### src/rtl/de_pipe_reg_pkg.sv
// Shared pipeline types for the DE/EM/MW registers and the forwarding unit.
// Holds the control bundle, its bubble value and the writeback-hit helper.
package de_pipe_reg_pkg;

    localparam int REG_IDX_W = 5;

    typedef struct packed {
        logic       regwrt;
        logic       m2r;
        logic       wrtsrc;
        logic       memwrt;
        logic [3:0] aluop;
    } ctrl_t;

    localparam ctrl_t BUBBLE = '{regwrt: 1'b0, m2r: 1'b0, wrtsrc: 1'b0, memwrt: 1'b0, aluop: 4'h0};

    // x0 is hardwired to zero, so a write to it must never be forwarded.
    function automatic logic wb_hit(input logic                 wb_en,
                                    input logic [REG_IDX_W-1:0] wb_rd,
                                    input logic [REG_IDX_W-1:0] src_rs);
        return wb_en && (wb_rd == src_rs) && (src_rs != '0);
    endfunction

endpackage

### src/rtl/de_pipe_reg_sat_counter.sv
// Saturating up-counter: increments while INC is high, sticks at all-ones.
module sat_counter #(
    parameter int W = 16
) (
    input  logic         CLK,
    input  logic         RST_N,
    input  logic         INC,
    output logic [W-1:0] CNT
);

    logic [W-1:0] cnt_q;
    logic [W-1:0] cnt_d;

    always_comb begin
        cnt_d = cnt_q;
        if (INC && (cnt_q != {W{1'b1}}))
            cnt_d = cnt_q + 1'b1;
    end

    always_ff @(posedge CLK or negedge RST_N) begin
        if (!RST_N)
            cnt_q <= '0;
        else
            cnt_q <= cnt_d;
    end

    assign CNT = cnt_q;

endmodule

### src/rtl/de_pipe_reg.sv
// Decode/execute pipeline register with flush, hold, bubble insertion and
// writeback bypass/refresh of the operands it carries.
module de_pipe_reg
    import de_pipe_reg_pkg::*;
#(
    parameter int XLEN  = 32,
    parameter int CNT_W = 16
) (
    input  logic                 CLK,
    input  logic                 RST_N,
    input  logic                 FD_VALID,
    input  logic [XLEN-1:0]      FD_PC,
    input  logic [REG_IDX_W-1:0] FD_RS1,
    input  logic [REG_IDX_W-1:0] FD_RS2,
    input  logic [REG_IDX_W-1:0] FD_RD,
    input  logic [XLEN-1:0]      FD_SRC1,
    input  logic [XLEN-1:0]      FD_SRC2,
    input  logic [XLEN-1:0]      FD_IMM,
    input  logic                 FD_REGWRT,
    input  logic                 FD_M2R,
    input  logic                 FD_WRTSRC,
    input  logic                 FD_MEMWRT,
    input  logic [3:0]           FD_ALUOP,
    input  logic                 HOLD,
    input  logic                 FLUSH,
    input  logic                 MW_REGWRT,
    input  logic [REG_IDX_W-1:0] MW_RD,
    input  logic [XLEN-1:0]      WB_DATA,
    output logic                 DE_VALID,
    output logic [XLEN-1:0]      DE_PC,
    output logic [XLEN-1:0]      DE_SRC1,
    output logic [XLEN-1:0]      DE_SRC2,
    output logic [XLEN-1:0]      DE_IMM,
    output logic [REG_IDX_W-1:0] DE_RS1,
    output logic [REG_IDX_W-1:0] DE_RS2,
    output logic [REG_IDX_W-1:0] DE_RD,
    output logic                 DE_REGWRT,
    output logic                 DE_M2R,
    output logic                 DE_WRTSRC,
    output logic                 DE_MEMWRT,
    output logic [3:0]           DE_ALUOP,
    output logic [CNT_W-1:0]     HOLD_CNT,
    output logic [CNT_W-1:0]     FLUSH_CNT
);

    logic                 valid_q, valid_d;
    logic [XLEN-1:0]      pc_q, pc_d;
    logic [XLEN-1:0]      src1_q, src1_d;
    logic [XLEN-1:0]      src2_q, src2_d;
    logic [XLEN-1:0]      imm_q, imm_d;
    logic [REG_IDX_W-1:0] rs1_q, rs1_d;
    logic [REG_IDX_W-1:0] rs2_q, rs2_d;
    logic [REG_IDX_W-1:0] rd_q, rd_d;
    ctrl_t                ctrl_q, ctrl_d;

    // Flush beats hold; an empty FD slot while running also becomes a bubble.
    // Zeroed indices keep the forwarding unit from matching a squashed slot.
    always_comb begin
        valid_d = valid_q;
        pc_d    = pc_q;
        src1_d  = src1_q;
        src2_d  = src2_q;
        imm_d   = imm_q;
        rs1_d   = rs1_q;
        rs2_d   = rs2_q;
        rd_d    = rd_q;
        ctrl_d  = ctrl_q;
        if (FLUSH || (!HOLD && !FD_VALID)) begin
            valid_d = 1'b0;
            pc_d    = '0;
            src1_d  = '0;
            src2_d  = '0;
            imm_d   = '0;
            rs1_d   = '0;
            rs2_d   = '0;
            rd_d    = '0;
            ctrl_d  = BUBBLE;
        end else if (HOLD) begin
            if (wb_hit(MW_REGWRT, MW_RD, rs1_q)) src1_d = WB_DATA;
            if (wb_hit(MW_REGWRT, MW_RD, rs2_q)) src2_d = WB_DATA;
        end else begin
            valid_d = 1'b1;
            pc_d    = FD_PC;
            imm_d   = FD_IMM;
            rs1_d   = FD_RS1;
            rs2_d   = FD_RS2;
            rd_d    = FD_RD;
            ctrl_d  = '{regwrt: FD_REGWRT, m2r: FD_M2R, wrtsrc: FD_WRTSRC,
                        memwrt: FD_MEMWRT, aluop: FD_ALUOP};
            src1_d  = wb_hit(MW_REGWRT, MW_RD, FD_RS1) ? WB_DATA : FD_SRC1;
            src2_d  = wb_hit(MW_REGWRT, MW_RD, FD_RS2) ? WB_DATA : FD_SRC2;
        end
    end

    always_ff @(posedge CLK or negedge RST_N) begin
        if (!RST_N) begin
            valid_q <= 1'b0;
            pc_q    <= '0;
            src1_q  <= '0;
            src2_q  <= '0;
            imm_q   <= '0;
            rs1_q   <= '0;
            rs2_q   <= '0;
            rd_q    <= '0;
            ctrl_q  <= BUBBLE;
        end else begin
            valid_q <= valid_d;
            pc_q    <= pc_d;
            src1_q  <= src1_d;
            src2_q  <= src2_d;
            imm_q   <= imm_d;
            rs1_q   <= rs1_d;
            rs2_q   <= rs2_d;
            rd_q    <= rd_d;
            ctrl_q  <= ctrl_d;
        end
    end

    assign DE_VALID  = valid_q;
    assign DE_PC     = pc_q;
    assign DE_SRC1   = src1_q;
    assign DE_SRC2   = src2_q;
    assign DE_IMM    = imm_q;
    assign DE_RS1    = rs1_q;
    assign DE_RS2    = rs2_q;
    assign DE_RD     = rd_q;
    assign DE_REGWRT = ctrl_q.regwrt;
    assign DE_M2R    = ctrl_q.m2r;
    assign DE_WRTSRC = ctrl_q.wrtsrc;
    assign DE_MEMWRT = ctrl_q.memwrt;
    assign DE_ALUOP  = ctrl_q.aluop;

    sat_counter #(.W(CNT_W)) u_hold_cnt (
        .CLK   (CLK),
        .RST_N (RST_N),
        .INC   (HOLD),
        .CNT   (HOLD_CNT)
    );

    sat_counter #(.W(CNT_W)) u_flush_cnt (
        .CLK   (CLK),
        .RST_N (RST_N),
        .INC   (FLUSH),
        .CNT   (FLUSH_CNT)
    );

endmodule
### config.mk
export PLATFORM = sky130hd
export DESIGN_NAME = de_pipe_reg
export DESIGN_NICKNAME = d
export VERILOG_FILES = /design/src/rtl/de_pipe_reg_pkg.sv /design/src/rtl/de_pipe_reg_sat_counter.sv /design/src/rtl/de_pipe_reg.sv
export SDC_FILE = /design/constraint.sdc
export NUM_CORES = 1
export LEC_CHECK = 0
export CAP_MARGIN = 20
export CORE_ASPECT_RATIO = 0.75
export CORE_MARGIN = 10
export CORE_UTILIZATION = 47
export DETAILED_ROUTE_END_ITERATION = 10
export PLACE_DENSITY = 0.95
export SLEW_MARGIN = 20
export SYNTH_ARGS = -nofsm -noshare
export SYNTH_HDL_FRONTEND = slang
export SYNTH_SLANG_ARGS = --single-unit
export TNS_END_PERCENT = 20
### constraint.sdc
create_clock -name CLK -period 2.62 [get_ports CLK]
set_input_delay 0.524 -clock CLK [delete_from_list [all_inputs] [get_ports CLK]]
set_output_delay 0.524 -clock CLK [all_outputs]
set_load 0.005 [all_outputs]
After elaboration in Yosys (flattened, before gate mapping)
Cells that the tools add are included.

word-level totals
  word-level logic and storage cells = 66
  output and inout bits = 184
  input bits = 194
  bits in registers = 184

operators by class
  add/sub/neg operators = 2
  muxes and demuxes = 22
  equality and inequality tests = 9
  reductions and logical operators = 18

operators with widths
  cell                                                              count
  32-bit 2-to-1 mux                                                 12
  16-bit by 1-bit adder with 16-bit output (second input constant)  2
  16-bit != test (second input constant)                            2
  5-bit 2-to-1 mux                                                  6
  5-bit == test                                                     4
  5-bit nonzero test                                                4
  8-bit 2-to-1 mux                                                  2
  1-bit logical AND                                                 11
  3-bit by 1-bit != test with 1-bit output (second input constant)  2
  1-bit zero test                                                   2
  1-bit 2-to-1 mux                                                  2
  2-bit by 1-bit != test with 1-bit output (second input constant)  1
  1-bit logical OR                                                  1

Logic depth before layout (Yosys ltp)
Gate-level depths: netlist (run 1).

  depth in word-level cells = 6
  gate-level depth with buffers = 8
  depth with buffers taken out = 5

By module
A second synthesis (run 1) with hierarchy kept.

second synthesis, totals
  cells, all modules = 885
  area, all modules = 9521.6 sq um

by module, submodules not included
  module       times used  cells each  area an instance (sq um)
  de_pipe_reg  1           731         7752.4
  sat_counter  2           77          884.6

Worst setup path after synthesis (run 1)
OpenSTA, ideal clock, no wires.

  path kind = input port to flip-flop
  start point = input port MW_RD[1]
  end point = register src2_q[11] (netlist: DE_SRC2[11])
  setup slack = 0.592 ns
  required time = 2.538 ns
  setup time = 0.082 ns
  stages on the path = 8
  data arrival time = 1.946 ns
  buffers on the path = 3
  cells stage by stage = buf_2 or4_4 a21oi_2 o31a_1 buf_4 buf_6 a211oi_1 a31oi_1

between the ends
  cells in the longest elaborated chain, start to end = 6

ends and longest elaborated chain
  what                            RTL line               text
  from (decl)                     de_pipe_reg.sv:27      input logic [REG_IDX_W-1:0] MW_RD,
  5-bit == test                   de_pipe_reg_pkg.sv:21  return wb_en && (wb_rd == src_rs) && (src_rs != '0);
  1-bit logical AND (2 in a row)  de_pipe_reg_pkg.sv:21
  32-bit 2-to-1 mux               de_pipe_reg.sv:91      src2_d = wb_hit(MW_REGWRT, MW_RD, FD_RS2) ? WB_DATA : FD_SRC2;
  32-bit 2-to-1 mux               de_pipe_reg.sv:78      end else if (HOLD) begin
  32-bit 2-to-1 mux               de_pipe_reg.sv:68      if (FLUSH || (!HOLD && !FD_VALID)) begin
  to (signal assigned)            de_pipe_reg.sv:110     src2_q <= src2_d;
  to (decl)                       de_pipe_reg.sv:49      logic [XLEN-1:0] src2_q, src2_d;

Parallel ways exist; a longest one is shown, timed or not.
A chain may end at the register's enable or synchronous reset.

Worst setup path in the final report (run 1)
  start point = input port MW_RD[1]
  end point = register src2_q[5] (netlist: DE_SRC2[5])

The elaborated chain is that of the path after synthesis.

==> results.py, run 1 <==
metrics = {
    "worst_setup_path": {
        "crit_family": "buffers and inverters",
        "reg2reg_depth": 4,
        "path_cells": "clkdlybuf4s50_1 > nor4_2 > buf_4 > o21bai_4 > a21oi_2 > buf_12 > a211oi_1 > a31oi_1",
        "worstSetupEndpointType": "flip-flop",
        "path_class": "in -> reg",
        "critical-path-max-stage-delay_ps": 640,
        "reg2reg_from": "u_flush_cnt.CNT[2]$_DFFE_PN0P_",
        "crit_slowest_cell": "clkdlybuf4s50_1",
        "arrival_ps": 2580,
        "cp_data_required_time_ps": 2930,
        "critPathBufInv": 3,
        "rr_endpoint": "u_flush_cnt.CNT[1]$_DFFE_PN0P_",
        "critPathLaunchType": "primary input",
        "cp_max_fo": 18,
        "regToRegSetupSlack_ps": 550,
    },
    "global_routing": {
        "antenna_found_initial": 2,
        "grt_start_max_net_pins": 89,
        "overflow": 0,
        "grt.total_usage_pct": 27.66,
        "grt_pass1_wl_um": 56640,
        "grt_pass1_vias": 9770,
    },
    "die": {
        "design.die.area_mm2": 0.02614,
        "ios": 378,
        "die_w_um": 183.4,
        "initial_utilization_pct": 48.28,
        "core_mm2": 0.01949,
        "die_h_um": 142.5,
        "num_rows": 44,
    },
    "synthesis": {
        "ys_seq_elements": 184,
        "async_reset_ff_share_pct": 100.0,
        "syn_avg_cell_area_um2": 9.760,
        "synth-edff-count": 0,
        "yosysSeqAreaShare_pct": 48.94,
        "synthCells": 964,
        "ys_types": 49,
        "yosysWarnings": 0,
        "synth_fp_nets": 1160,
        "synth_area_mm2": 0.009409,
        "synth_ff_type": "dfrtp_1",
    },
    "hold_path": {
        "hold_class": "in -> async",
    },
    "timing": {
        "max-slew-margin-rel_pct": 56.94,
        "rsz0062_at_grt": "false",
        "tightest_slew_ps": 640.4,
        "setup_viol": 0,
        "period_minus_slack_ps": 2276,
        "fin_ws_ps": 343.5,
        "hold_viol_final": 0,
        "period_share_pct": 86.89,
        "finClkSkew_ps": 14.22,
        "setup_tns_ps": 0,
        "max_freq_ghz": 0.4393,
        "finalMaxSlewViolations": 0,
    },
    "clocking": {
        "hold_buffers": 0,
        "cts_setup_buffers": 0,
        "clkSinkCount": 184,
        "clockBufferDepth": 2,
        "root_buffer": "clkbuf_16",
        "cts_tree": "done",
        "clock_latency_ps": 430,
        "cts_buffers": 17,
        "cts_resized": 0,
        "htreeDepth": 4,
        "path_clk_slew_ps": 80,
    },
    "placement": {
        "pre_cts_slack_ps": -88.97,
        "place_congestion": 0.8688,
        "dpl.hpwl_um": 27630,
        "port-buffer-count": 377,
        "place_area_mm2": 0.01370,
    },
    "cells_and_area": {
        "final_cell_mix": "clkdlybuf4s50_1 (375), dfrtp_1 (184), nor2_1 (96), mux2i_1 (87), o21ai_0 (83)",
        "post-route-cell-area_mm2": 0.01428,
        "register_area_mm2": 0.004604,
        "drive_above_1_share_pct": 7.457,
        "multiInputGateArea_mm2": 0.004456,
        "final_util_pct": 73.27,
        "layout_commonest_cell": "clkdlybuf4s50_1",
        "area_growth_pct": 51.76,
        "fin_nets": 1524,
        "nFillCells": 1323,
    },
    "detailed_routing": {
        "drtPass1Iterations": 6,
        "initialDrtViolationCount": 1295,
        "avgViaCountPerCell": 5.961,
        "antenna_left": 0,
        "drc_errors": 0,
        "vias": 9513,
        "post_drt_wl_per_cell_um": 23.29,
        "drt-total-wl_um": 37170,
    },
    "power_and_ir_drop": {
        "leakagePower_nw": 6.046,
        "power_density_mw_per_mm2": 550.1,
        "ir_drop_mv": 0.3341,
    },
    "outcome": {
        "outcome": "completed",
    },
    "run": {
        "drv_cap": 0,
    },
}
==> flip-flops by register name, summed over array words and instances, names as in the netlist <==
signal           cells
DE_IMM              32
DE_PC               32
DE_SRC1             32
DE_SRC2             32
u_flush_cnt.CNT     16
u_hold_cnt.CNT      16
DE_RD                5
DE_RS1               5
DE_RS2               5
DE_ALUOP             4
DE_M2R               1
DE_MEMWRT            1
DE_REGWRT            1
DE_VALID             1
DE_WRTSRC            1
==> kinds of logic after synthesis <==
family | after synthesis | synth area share [%]
simple gates | 324 | 17.59
compound gates | 236 | 15.60
flops | 184 | 48.94
mux | 89 | 9.495
buf+inv | 86 | 4.109
xor+xnor | 43 | 4.003
fa+ha+maj | 2 | 0.2659
==> layer usage <==
layer  share of wire [%]  up-vias  GRT usage (%)
met5                   0        -              0
met4                 2.6        0          8.348
met3                  13       81          11.07
met2                  49      617          47.03
met1                  35     4616          31.47
li1                    -     4199              -
==> per-stage QoR <==
stage / cells / power (mW) / hold WS (ps)
finish: 1596 / 7.855 / 110.2
global placement: 1562 / 5.277 / 465.8
global route: 1596 / 8.199 / 122.3
CTS: 1594 / 7.883 / 116.8
floorplan: 964 / 4.082 / 228.4
detailed placement: 1562 / 5.351 / 473.0
==> Yosys cell counts (4+ instances only) <==
library cell  instances  share of area (%)
a211oi_1             55                4.4
a21oi_1              35                1.9
a221oi_1              5               0.47
a311o_1               4               0.43
a31oi_1              29                1.9
and3_1                4               0.27
buf_2                21                1.1
clkbuf_1             45                1.8
dfrtp_1             184                 49
inv_1                 8               0.32
mux2i_1              87                9.3
nand2_1              78                3.1
nand2b_1             32                2.1
nand3_1              14               0.74
nand4_1              45                3.0
nor2_1               97                3.9
nor2b_1               4               0.27
nor3b_1              30                2.4
o211a_1               5               0.53
o21ai_0              83                4.4
o21ai_1               9               0.48
or2_2                 4               0.27
xnor2_1              25                2.3
xor2_1               18                1.7
==> cell type report <==
class | instances | share of cell area (%)
sequential | 184 | 32.25
multi-input combinational | 694 | 31.20
timing repair buffer | 423 | 30.04
clock buffer | 18 | 3.006
tap | 253 | 2.217
clock inverter | 14 | 1.043
inverter | 8 | 0.2103
antenna | 2 | 0.03505
==> worst max-delay path by stage <==
| stage | depth (start not counted) | start | slack, ps | to |
|---|---|---|---|---|
| after detailed placement | 8 | MW_RD[1] | -90 | DE_SRC2[5]$_DFFE_PN0P_ |
| after global routing | 6 | MW_RD[1] | 270 | DE_SRC1[1]$_DFFE_PN0P_ |
| final | 8 | MW_RD[1] | 340 | DE_SRC2[5]$_DFFE_PN0P_ |
| after floorplan | 8 | MW_RD[1] | 590 | DE_SRC2[11]$_DFFE_PN0P_ |
| after CTS | 8 | MW_RD[1] | 370 | DE_SRC2[5]$_DFFE_PN0P_ |
| after global placement | 8 | MW_RD[1] | 10 | DE_SRC2[26]$_DFFE_PN0P_ |
==> worst register-to-register path: stages, from the launching register on <==
cell	delay, ps
dfrtp_1	450
nand4_1	200
or2_2	330
o31ai_1	580
mux2_2	400
==> power breakdown <==
group | internal, mW | total [mW] | switching, mW
Combinational | 1.09 | 1.96 | 0.871
Clock | 1.28 | 2.54 | 1.27
Sequential | 3.09 | 3.35 | 0.259
Total | 5.46 | 7.85 | 2.40
(Power assumes the default switching activity.)
==> run 2, diff against run 1 <==
Settings changed: MAX_ROUTING_LAYER set to met4, PLACE_DENSITY 0.95 to unset, PLACE_DENSITY_LB_ADDON set to 0.3.
==> results.py, run 2 (synthesis gave the netlist of run 1 again) <==
metrics = {
    "outcome": {
        "outcome": "completed",
    },
    "detailed_routing": {
        "vias": 9209,
        "drc_errors": 0,
        "drtPass1Iterations": 6,
        "drt-total-wl_um": 35890,
        "avgViaCountPerCell": 5.799,
        "antenna_left": 0,
        "initialDrtViolationCount": 954,
        "post_drt_wl_per_cell_um": 22.60,
    },
    "worst_setup_path": {
        "critical-path-max-stage-delay_ps": 560,
        "crit_slowest_cell": "clkdlybuf4s50_1",
        "arrival_ps": 2700,
        "crit_family": "compound AO/OA/AOI/OAI gates",
        "cp_data_required_time_ps": 2960,
        "regToRegSetupSlack_ps": 500,
        "path_cells": "clkdlybuf4s50_1 > nor4_2 > o21bai_2 > buf_4 > a21oi_1 > a221oi_1 > o21ai_0",
        "reg2reg_from": "u_flush_cnt.CNT[2]$_DFFE_PN0P_",
        "worstSetupEndpointType": "flip-flop",
        "cp_max_fo": 14,
        "critPathLaunchType": "primary input",
        "reg2reg_depth": 4,
        "critPathBufInv": 2,
        "path_class": "in -> reg",
        "rr_endpoint": "u_flush_cnt.CNT[1]$_DFFE_PN0P_",
    },
    "power_and_ir_drop": {
        "power_density_mw_per_mm2": 560.0,
        "leakagePower_nw": 6.000,
        "total_power_mw": 7.959,
        "ir_drop_mv": 0.3973,
    },
    "hold_path": {
        "hold_class": "in -> async",
    },
    "clocking": {
        "htreeDepth": 4,
        "cts_resized": 0,
        "clock_latency_ps": 430,
        "hold_buffers": 0,
        "path_clk_slew_ps": 80,
        "cts_setup_buffers": 0,
        "clockBufferDepth": 2,
        "cts_buffers": 17,
        "root_buffer": "clkbuf_16",
        "cts_tree": "done",
        "clkSinkCount": 184,
    },
    "timing": {
        "finalMaxSlewViolations": 0,
        "setup_viol": 0,
        "tightest_slew_ps": 661.6,
        "finClkSkew_ps": 13.13,
        "max-slew-margin-rel_pct": 55.89,
        "max_freq_ghz": 0.4238,
        "fin_ws_ps": 260.5,
        "hold_viol_final": 0,
        "holdWs_ps": 40.26,
        "period_share_pct": 90.06,
        "period_minus_slack_ps": 2359,
        "rsz0062_at_grt": "false",
    },
    "cells_and_area": {
        "drive_above_1_share_pct": 6.762,
        "final_cell_mix": "clkdlybuf4s50_1 (375), dfrtp_1 (184), nor2_1 (96), mux2i_1 (87), o21ai_0 (83)",
        "area_growth_pct": 51.05,
        "final_util_pct": 72.93,
        "layout_commonest_cell": "clkdlybuf4s50_1",
        "nFillCells": 1435,
        "stdcell_count": 1588,
        "fin_nets": 1515,
    },
    "global_routing": {
        "overflow": 0,
        "grt_start_max_net_pins": 89,
        "grt_pass1_wl_um": 54830,
        "antenna_found_initial": 3,
        "grt.total_usage_pct": 27.57,
        "grt_pass1_vias": 9488,
    },
    "die": {
        "core_mm2": 0.01949,
        "die_w_um": 183.4,
        "num_rows": 44,
        "die_h_um": 142.5,
        "initial_utilization_pct": 48.28,
        "design.die.area_mm2": 0.02614,
        "ios": 378,
    },
    "run": {
        "drv_cap": 0,
    },
    "placement": {
        "pre_cts_slack_ps": -151.7,
        "dpl.hpwl_um": 26770,
        "port-buffer-count": 377,
        "place_congestion": 0.8845,
        "placedCellCount": 1553,
    },
}
run 2: changes by cell type in the layout (fill, tap and decap cells not counted):
| cell | before | now |
|---|---|---|
| buf_4 | 33 | 25 |
| inv_6 | 1 | 4 |
| clkinv_8 | 2 | 0 |
| clkinv_4 | 2 | 1 |
| buf_12 | 13 | 12 |
| bufinv_16 | 0 | 2 |
| inv_8 | 6 | 3 |
| diode_2 | 2 | 4 |
| clkbuf_8 | 2 | 1 |
| buf_6 | 0 | 1 |
run 2: stage by stage:
step	TNS (ps)	area, um^2
4_1_cts	0	14200
6_report	0	14210
2_1_floorplan	0	9409
3_5_place_dp	-3719	13610
3_3_place_gp	-1814	13610
5_1_grt	0	14210
run 2: power breakdown:
part	leakage [nW]	switching [mW]	internal, mW	total [mW]
sequential	2.45	0.258	3.09	3.35
combinational	3.27	0.860	1.08	1.94
clock	0.280	1.24	1.44	2.67
run 2: worst max path at each step:
stage / startpoint / to / depth (start not counted)
after floorplan: MW_RD[1] / DE_SRC2[11]$_DFFE_PN0P_ / 8
after global placement: MW_RD[0] / DE_SRC1[28]$_DFFE_PN0P_ / 7
after detailed placement: MW_RD[0] / DE_SRC1[28]$_DFFE_PN0P_ / 7
after CTS: MW_RD[0] / DE_SRC1[28]$_DFFE_PN0P_ / 7
after global routing: MW_RD[0] / DE_SRC1[28]$_DFFE_PN0P_ / 7
final: MW_RD[0] / DE_SRC1[28]$_DFFE_PN0P_ / 7
run 2: area by class of cell:
type / instances / area, um^2 / area share [%]
Clock inverter: 13 / 160.2 / 1.127
Antenna cell: 4 / 10.01 / 0.07043
Tap cell: 253 / 316.6 / 2.227
Sequential cell: 184 / 4604 / 32.40
Timing Repair Buffer: 414 / 4207 / 29.60
Multi-Input combinational cell: 694 / 4456 / 31.35
Inverter: 8 / 30.03 / 0.2113
Clock buffer: 18 / 429.2 / 3.020
run 2: metal layers:
layer	routed length [um]	vias to the layer above	global-route usage [%]
met3	3980	39	10.51
met4	641	0	6.885
met1	14060	4470	32.08
met5	0	-	-
li1	-	4187	-
met2	17210	513	44.24
==> run 3, diff against run 2 <==
Settings changed: CORE_UTILIZATION 47 to 25, REMOVE_ABC_BUFFERS set to 1.
==> results.py, run 3 (synthesis gave the netlist of run 1 again) <==
metrics = {
    "placement": {
        "port-buffer-count": 377,
        "dpl.hpwl_um": 28270,
        "place_congestion": 0.8168,
        "pre_cts_slack_ps": -77.08,
    },
    "cells_and_area": {
        "final_cell_mix": "clkdlybuf4s50_1 (375), dfrtp_1 (184), nor2_1 (96), mux2i_1 (87), o21ai_0 (83)",
        "fin_nets": 1514,
        "final_util_pct": 39.41,
        "drive_above_1_share_pct": 6.767,
        "layout_commonest_cell": "clkdlybuf4s50_1",
        "area_growth_pct": 55.36,
    },
    "detailed_routing": {
        "drtPass1Iterations": 5,
        "drt-total-wl_um": 38960,
        "vias": 9060,
        "initialDrtViolationCount": 621,
        "antenna_left": 0,
        "post_drt_wl_per_cell_um": 21.21,
        "drc_errors": 0,
        "avgViaCountPerCell": 4.932,
    },
    "worst_setup_path": {
        "cp_data_required_time_ps": 2980,
        "crit_family": "compound AO/OA/AOI/OAI gates",
        "worstSetupEndpointType": "flip-flop",
        "arrival_ps": 2590,
        "critPathLaunchType": "primary input",
        "critical-path-max-stage-delay_ps": 520,
        "path_cells": "clkdlybuf4s50_1 > buf_4 > xnor2_1 > nand3_1 > o41a_2 > nand2b_4 > o21ai_0",
        "path_class": "in -> reg",
        "crit_slowest_cell": "clkdlybuf4s50_1",
        "critPathBufInv": 2,
        "cp_max_fo": 32,
    },
    "timing": {
        "max-slew-margin-rel_pct": 54.47,
        "setup_viol": 0,
        "finalMaxSlewViolations": 0,
        "finClkSkew_ps": 14.18,
        "period_share_pct": 85.24,
        "rsz0062_at_grt": "false",
        "tightest_slew_ps": 683.0,
        "hold_viol_final": 0,
        "period_minus_slack_ps": 2233,
        "max_freq_ghz": 0.4477,
        "fin_ws_ps": 386.6,
        "setup_tns_ps": 0,
    },
    "clocking": {
        "htreeDepth": 4,
        "hold_buffers": 0,
        "path_clk_slew_ps": 80,
        "cts_buffers": 17,
        "clockBufferDepth": 2,
        "cts_tree": "done",
        "clock_latency_ps": 460,
        "cts_setup_buffers": 0,
        "clkSinkCount": 184,
        "root_buffer": "clkbuf_16",
        "cts_resized": 0,
    },
    "die": {
        "initial_utilization_pct": 25.37,
        "design.die.area_mm2": 0.04588,
        "die_w_um": 244.0,
        "num_rows": 61,
        "die_h_um": 188.0,
        "ios": 378,
        "core_mm2": 0.03709,
    },
    "global_routing": {
        "grt.total_usage_pct": 17.28,
        "grt_start_max_net_pins": 104,
        "overflow": 0,
        "antenna_found_initial": 3,
        "grt_pass1_vias": 9551,
        "grt_pass1_wl_um": 60170,
    },
    "hold_path": {
        "hold_class": "in -> async",
    },
    "power_and_ir_drop": {
        "ir_drop_mv": 0.5137,
        "power_density_mw_per_mm2": 543.6,
        "leakagePower_nw": 6.028,
    },
    "outcome": {
        "outcome": "completed",
    },
    "run": {
        "drv_cap": 0,
    },
}
==> run 3: layout make-up <==
class | instances | area [um^2]
fill | 3716 | 22480
sequential | 184 | 4604
multi-input combinational | 694 | 4463
timing repair buffer | 413 | 4302
tap | 504 | 630.6
clock buffer | 17 | 425.4
clock inverter | 14 | 155.1
inverter | 8 | 30.03
antenna | 3 | 7.507
==> run 3: path summary, 6_finish.rpt <==
path                                           startpoint                             end  slack [ps]  depth (start not counted)
setup reg to reg           u_flush_cnt.CNT[2]$_DFFE_PN0P_  u_flush_cnt.CNT[1]$_DFFE_PN0P_         600                          4
hold / removal                                      RST_N         DE_SRC2[16]$_DFFE_PN0P_         100                          1
min in group CLK                                     HOLD           DE_RS2[1]$_DFFE_PN0P_         490                          3
hold reg to reg            u_flush_cnt.CNT[5]$_DFFE_PN0P_  u_flush_cnt.CNT[5]$_DFFE_PN0P_         490                          1
max in group asynchronous                           RST_N           DE_RS2[0]$_DFFE_PN0P_        1850                          2
setup / recovery                                 MW_RD[0]          DE_SRC1[3]$_DFFE_PN0P_         390                          7
==> run 3: worst reg2reg max path: cells and delay by family, from the launching register on <==
family          cells  cell delay, ps
flops               1             460
compound gates      1             530
simple gates        2             510
mux                 1             400
==> run 3: metrics by stage <==
step / hold WS, ps / power, mW / instance area, um^2 / cells
2_1_floorplan: 228.4 / 3.993 / 9052 / 886
3_3_place_gp: 470.9 / 5.375 / 14030 / 1803
3_5_place_dp: 476.6 / 5.397 / 14030 / 1803
4_1_cts: 116.0 / 8.086 / 14610 / 1834
5_1_grt: 118.4 / 8.387 / 14620 / 1837
6_report: 98.57 / 7.946 / 14620 / 1837
==> run 3: routing by layer <==
metal / up-vias / share of wire [%] / global-route usage [%]
met5: - / 0 / -
met4: 0 / 0.99 / 3.480
met3: 29 / 11 / 7.697
met2: 463 / 46 / 26.29
met1: 4390 / 42 / 20.83
li1: 4178 / - / -
==> run 3: report_power, final <==
group | switching, mW | internal [mW] | leakage, nW
clock network | 1.35 | 1.28 | 0.278
registers | 0.262 | 3.09 | 2.45
logic | 0.876 | 1.09 | 3.30
